### config.mk
export PLATFORM = sky130hd
export DESIGN_NAME = vram_byte_port
export DESIGN_NICKNAME = d
export VERILOG_FILES = /design/src/rtl/vram_byte_port.sv
export SDC_FILE = /design/constraint.sdc
export NUM_CORES = 1
export LEC_CHECK = 0
export ABC_AREA = 1
export CORE_UTILIZATION = 48
export DETAILED_ROUTE_END_ITERATION = 16
export PLACE_DENSITY = 0.81
export SLEW_MARGIN = 10
export SYNTH_ARGS = -nofsm -noshare
export SYNTH_HDL_FRONTEND = slang
export SYNTH_SLANG_ARGS = --single-unit
### constraint.sdc
create_clock -name clk -period 2.5 [get_ports clk]
set_clock_uncertainty 0.1 [all_clocks]
set_input_delay 0.625 -clock clk [delete_from_list [all_inputs] [get_ports clk]]
set_output_delay 0.625 -clock clk [all_outputs]
set_load 0.05 [all_outputs]
### src/rtl/vram_byte_port.sv
// Host byte port into 32-bit VRAM: auto-incrementing byte address, lane-select writes, read prefetch.
// Optional macro VRAM_PORT_DECR_EN enables the subtract direction selected by host_decr.
module vram_byte_port (
    input  logic        clk,
    input  logic        rst,
    input  logic        host_addr_wr,
    input  logic [16:0] host_addr,
    input  logic [3:0]  host_incr_sel,
    input  logic        host_decr,
    input  logic        host_data_wr,
    input  logic [7:0]  host_wrdata,
    input  logic        host_data_rd,
    output logic [7:0]  host_rddata,
    output logic        host_busy,
    output logic        bus_strobe,
    input  logic        bus_ack,
    output logic [14:0] bus_addr,
    output logic [31:0] bus_wrdata,
    output logic [3:0]  bus_wrbytesel,
    output logic        bus_write,
    input  logic [31:0] bus_rddata
);

    typedef enum logic [1:0] {IDLE, WR_REQ, RD_REQ, RD_WAIT} state_t;

    state_t      state_q;
    logic [16:0] addr_q;
    logic [9:0]  incr_q;
    logic [7:0]  rddata_q;
    logic        busy_q;
    logic        strobe_q;
    logic        write_q;
    logic [14:0] bus_addr_q;
    logic [31:0] wrdata_q;
    logic [3:0]  bytesel_q;
    logic [16:0] addr_d;
    logic [7:0]  lane_byte;

    // Codes 1..10 are powers of two; 11..15 step by text-row widths.
    function automatic logic [9:0] decode_incr(input logic [3:0] sel);
        case (sel)
            4'd0:    return 10'd0;
            4'd11:   return 10'd40;
            4'd12:   return 10'd80;
            4'd13:   return 10'd160;
            4'd14:   return 10'd320;
            4'd15:   return 10'd640;
            default: return 10'd1 << (sel - 4'd1);
        endcase
    endfunction

`ifdef VRAM_PORT_DECR_EN
    logic decr_q;
    always_comb addr_d = decr_q ? (addr_q - {7'd0, incr_q}) : (addr_q + {7'd0, incr_q});
`else
    logic unused_host_decr;
    assign unused_host_decr = host_decr;
    always_comb addr_d = addr_q + {7'd0, incr_q};
`endif

    always_comb begin
        lane_byte = bus_rddata[7:0];
        case (addr_q[1:0])
            2'd0: lane_byte = bus_rddata[7:0];
            2'd1: lane_byte = bus_rddata[15:8];
            2'd2: lane_byte = bus_rddata[23:16];
            2'd3: lane_byte = bus_rddata[31:24];
        endcase
    end

    always_ff @(posedge clk) begin
        if (rst) begin
            state_q    <= IDLE;
            addr_q     <= '0;
            incr_q     <= '0;
            rddata_q   <= '0;
            busy_q     <= 1'b0;
            strobe_q   <= 1'b0;
            write_q    <= 1'b0;
            bus_addr_q <= '0;
            wrdata_q   <= '0;
            bytesel_q  <= '0;
`ifdef VRAM_PORT_DECR_EN
            decr_q     <= 1'b0;
`endif
        end else begin
            case (state_q)
                IDLE: begin
                    if (host_addr_wr) begin
                        addr_q     <= host_addr;
                        incr_q     <= decode_incr(host_incr_sel);
`ifdef VRAM_PORT_DECR_EN
                        decr_q     <= host_decr;
`endif
                        bus_addr_q <= host_addr[16:2];
                        strobe_q   <= 1'b1;
                        write_q    <= 1'b0;
                        bytesel_q  <= '0;
                        busy_q     <= 1'b1;
                        state_q    <= RD_REQ;
                    end else if (host_data_wr) begin
                        wrdata_q   <= {4{host_wrdata}};
                        bus_addr_q <= addr_q[16:2];
                        strobe_q   <= 1'b1;
                        write_q    <= 1'b1;
                        bytesel_q  <= 4'b0001 << addr_q[1:0];
                        busy_q     <= 1'b1;
                        state_q    <= WR_REQ;
                    end else if (host_data_rd) begin
                        addr_q     <= addr_d;
                        bus_addr_q <= addr_d[16:2];
                        strobe_q   <= 1'b1;
                        write_q    <= 1'b0;
                        bytesel_q  <= '0;
                        busy_q     <= 1'b1;
                        state_q    <= RD_REQ;
                    end
                end
                // Strobe stays high straight into the follow-up prefetch of the advanced address.
                WR_REQ: begin
                    if (bus_ack) begin
                        addr_q     <= addr_d;
                        bus_addr_q <= addr_d[16:2];
                        write_q    <= 1'b0;
                        bytesel_q  <= '0;
                        state_q    <= RD_REQ;
                    end
                end
                RD_REQ: begin
                    if (bus_ack) begin
                        strobe_q <= 1'b0;
                        state_q  <= RD_WAIT;
                    end
                end
                RD_WAIT: begin
                    rddata_q <= lane_byte;
                    busy_q   <= 1'b0;
                    state_q  <= IDLE;
                end
            endcase
        end
    end

    assign host_rddata   = rddata_q;
    assign host_busy     = busy_q;
    assign bus_strobe    = strobe_q;
    assign bus_write     = write_q;
    assign bus_addr      = bus_addr_q;
    assign bus_wrdata    = wrdata_q;
    assign bus_wrbytesel = bytesel_q;

endmodule

# ---- Word level (Yosys, flattened, before mapping)
# Index checks and enable logic that the tools add are counted.
dict set report word_totals {
  ff_bits 91
  input_bits 68
  output_inout_bits 62
  wordCells 77
}
dict set report op_classes {
  n_addsub 2
  n_eq_ne 16
  shift 2
  n_mux 33
  n_bitwise 1
  reduce_logical 13
}
# cell n
set ops {}
lappend ops {{$mux 17} 4}
lappend ops {{$mux 15} 4}
lappend ops {{$pmux 10 s6} 1}
lappend ops {{$pmux 17 s2} 1}
lappend ops {{$pmux 8 s4} 1}
lappend ops {{$pmux 15 s2} 1}
lappend ops {{$eq 4x4->1 const B} 5}
lappend ops {{$add 17x10->17} 1}
lappend ops {{$mux 4} 4}
lappend ops {{$reduce_and 3->1} 4}
lappend ops {{$mux 2} 5}
lappend ops {{$shl 1x4->10 const A} 1}
lappend ops {{$eq 2x2->1 const B} 4}
lappend ops {{$pmux 2 s4} 1}
lappend ops {{$pmux 4 s2} 1}
lappend ops {{$mux 1} 7}
lappend ops {{$ne 3x3->1 const B} 2}
lappend ops {{$pmux 1 s2} 3}
lappend ops {{$reduce_bool 2->1} 3}
lappend ops {{$eq 2x1->1 const B} 2}
lappend ops {{$logic_not 2->1} 2}
lappend ops {{$logic_not 4->1} 1}
lappend ops {{$ne 2x2->1 const B} 2}
lappend ops {{$ne 4x4->1 const B} 1}
lappend ops {{5 further kinds} 6}

# ---- Depth between registers and ports, before layout
dict set report logic_depth {
  ltp_word 5
  ltp_mapped 12
  mapped_depth_nobuf 12
}

# ---- Worst setup path after synthesis
# Ideal clock, no wire load.
dict set report synth_path {
  kind {reg-to-reg}
  start {register addr_q[0]}
  end {register bus_addr_q[4], in the netlist bus_addr[4]}
  setup_ns 0.120
  arrival_ns 1.616
  required_ns 2.280
  path_slack_ns 0.664
  stages_incl_launch_ff 11
  path_buffers 0
  synth_period_minus_slack_ns 1.836
  path_cell_list {dfxtp_1 -> ha_1 -> fa_1 -> nand3_1 -> nand3_1 -> nand2_1 -> nand2_1 -> nand2_1 -> nand2_1 -> o21ai_0 -> a21oi_1}
}
dict set report synth_via {
  elab_chain_len 5
  elab_cells_between_ends 6
  cone_classes {1 x add/sub; 5 x mux}
}
# item line_no
set synth_rtl {}
lappend synth_rtl {{start, declared} 27} ;# logic [16:0] addr_q;
lappend synth_rtl {{start signal, assigned} 90} ;# addr_q <= host_addr;
lappend synth_rtl {{start signal, assigned} 110} ;# addr_q <= addr_d;
lappend synth_rtl {{start signal, assigned} 122} ;# addr_q <= addr_d;
lappend synth_rtl {{$add 17x10->17 *} 58} ;# always_comb addr_d = addr_q + {7'd0, incr_q};
lappend synth_rtl {{$mux 15} 109} ;# end else if (host_data_rd) begin
lappend synth_rtl {{$mux 15} 101} ;# end else if (host_data_wr) begin
lappend synth_rtl {{$mux 15} 89} ;# if (host_addr_wr) begin
lappend synth_rtl {{$pmux 15 s2 *} 87} ;# case (state_q)
lappend synth_rtl {{end signal, assigned} 95} ;# bus_addr_q <= host_addr[16:2];
lappend synth_rtl {{end signal, assigned} 103} ;# bus_addr_q <= addr_q[16:2];
lappend synth_rtl {{end signal, assigned} 111} ;# bus_addr_q <= addr_d[16:2];
lappend synth_rtl {{end, declared} 33} ;# logic [14:0] bus_addr_q;
# Mark *: on every way between the ends. The rest lies on a longest branch, timed or not. The select of a mux whose other input is x is not followed.
# A chain may end at the register's enable or synchronous reset.

==> flow_summary.ini <==
[status]
status = complete, no violations

[route]
drt_iter0_markers = 238
routed_wl_mm = 12.9
via_per_inst = 5.41
ant_nets = 0
firstDrtPassIters = 5
route.vias.total = 4735
drc = 0
detail_route.wl_per_cell_um = 14.7

[floorplanning]
die_height_um = 97.0
die-area_sq_um = 9410
start_util = 0.497
rows = 34
ios = 130
coreArea_sq_um = 8720
die_w_um = 97.0

[layout]
final_layout_size_suffix_gt1_frac = 0.0872
nets = 847
final_cells = 876
finalInstanceArea_sq_um = 5840
antenna_cells = 0
syn2layout_area_growth_pct = 34.8

[sta]
finalSetupViolCount = 0
min_period_ps = 2310
rsz0062_at_grt = false
setup_tns_ps = 0
tightest_slew_ps = 624
max_freq_ghz = 0.432
drv_slew = 0
fin_crit_sh = 0.926
timing.hold.ws_ps = 347
hold_viol = 0
maxSlewHeadroom = 0.582

[clocking]
clockBufferDepth = 2
clkTransAtPathRegs_ps = 80
cts.sinks = 67
clkLatencyLatePin_ps = 350
cts_hold_buf = 0
cts_setup_buffers = 0
cts_root_buf = clkbuf_8
cts.htree.levels = 3
cts_tree = yes
ctsResizeCount = 0
cts_inserted_buffers = 9

[setup_path]
crit_chain = clkdlybuf4s50_1
cp-start-kind = register
end_kind = output pin
crit_type = register to output pin
arrival_ps = 1590
crit_slowest_cell = clkdlybuf4s50_1
cp_top_family = buffers and inverters
required_ps = 1770
crit_buf_inv = 1
slowest_delay_ps = 840
cp_max_fo = 5

[grt]
antenna_found_initial = 0
use_met2 = 0.493
met3_usage = 0.0701
grt_overflow = 0
busiest_layer = met2
global_route.usage.met1 = 0.306
grt_max_degree = 57
grt_first_pass_wirelength_mm = 21.2
grt_pass1_vias = 4697
track_usage = 0.273

[synthesis]
synth_edf_count = 0
synth_top_area_share = 0.310
yosys_warnings = 0
synth_nets = 740
synth_cells = 656
synth_ff_type = dfxtp_1
ys_ff_latch = 67
yosys.area.top_type = dfxtp_1
avgSynthCellArea_sq_um = 6.61
synthesis.area_sq_um = 4330
async_flop_share = 0
ys_top_cells_by_count = nand2_1 (161), inv_1 (68), dfxtp_1 (67)
post-synth-top-count-cell = nand2_1
ys_types = 42
seq_area_frac_synth = 0.310
yosys-top-cells-area = dfxtp_1 (31%), nand2_1 (14%), o21ai_0 (7.0%), a21oi_1 (6.1%), inv_1 (5.9%)

[placement]
placedCellCount = 860
dp_hpwl_mm = 9.45
numPortBuffers = 128
placedInstanceArea_sq_um = 5570
gp_congestion = 0.933

[pwr]
pwr_density_cell_nw_per_um2 = 1200
p_leak_nw = 2.61
peakVddDrop_mv = 0.542
power_mw = 7.02

[worst_hold_path]
hold_class = register to register

[run]
max_cap_violations = 0
## per-stage QoR
stage / worst slack [ps] / util
6_report: 185 / 0.670
5_1_grt: 74.8 / 0.670
4_1_cts: 174 / 0.670
3_5_place_dp: -54.4 / 0.638
3_3_place_gp: 23.8 / 0.638
2_1_floorplan: 664 / -
## cells by family after synthesis
kind of cell             count (synthesis)  synth area share
AND/OR/NAND/NOR                        287             0.281
XOR/XNOR                                 3           0.00607
flip-flops                              67             0.310
AO/OA/AOI/OAI                          161             0.217
buffers and inverters                  122             0.139
adder cells (fa/ha/maj)                 16            0.0479
## per-layer routing
metal  part of all wire  vias up
met2               0.50      193
met1               0.40     2168
met5                  0        -
li1                   -     2340
met3              0.076       34
met4              0.024        0
## report_power, final
group	internal (mW)	switching [mW]	total (mW)
registers	1.43	0.286	1.71
clock network	0.819	0.439	1.26
logic	1.35	2.71	4.05
## state kept, by name (all words and copies together), names as in the netlist
signal,cells
addr_q,17
bus_addr,15
bus_strobe,1
bus_wrbytesel,4
bus_wrdata,8
bus_write,1
host_busy,1
host_rddata,8
incr_q,10
state_q,2
## cells in the final DEF, fill, tap and decap left out, drive strengths merged
cell type,netlist,final
nand2,164,164
xnor2,2,2
dfxtp,67,67
nand4,1,1
buf,36,13
clkinv,2,2
or2,3,3
a21o,1,1
nor2,74,74
nor3,6,6
o21ai,63,63
a221oi,1,1
nand3b,1,1
ha,15,15
o31ai,1,1
a31oi,5,5
bufinv,0,4
clkdlybuf4s50,0,128
a211oi,7,7
a41oi,4,4
fa,1,1
o22ai,2,2
o221ai,2,2
clkbuf,9,12
o211ai,8,8
a21oi,66,66
inv,75,75
a22oi,1,1
xor2,1,1
nand3,38,38
## final cells by class
class	count	area, sq um
fillers	742	2880
multi-input cells	467	2390
repair buffers	141	1400
flip-flops and latches	67	1340
inverters	77	297
clock buffers	12	155
well taps	108	135
clock inverters	4	120
## final timing paths
path | depth (start not counted) | from | to | slack (ps)
worst max-delay path | 1 | bus_wrdata[25]$_SDFFE_PP0P_ | bus_wrdata[9] | 190
worst min-delay path | 2 | bus_strobe$_SDFFE_PP0P_ | bus_strobe$_SDFFE_PP0P_ | 350
worst max register to register | 12 | state_q[1]$_SDFFE_PP0P_ | bus_addr[3]$_SDFFE_PP0P_ | 230
worst min register to register | 2 | bus_strobe$_SDFFE_PP0P_ | bus_strobe$_SDFFE_PP0P_ | 350
## tightest hold or removal path, cell delays in order, from the launching register on
cell and delay, ps:
dfxtp_1 310, inv_1 50, a21oi_1 50
Note: power is estimated with default switching activity, not from simulation.
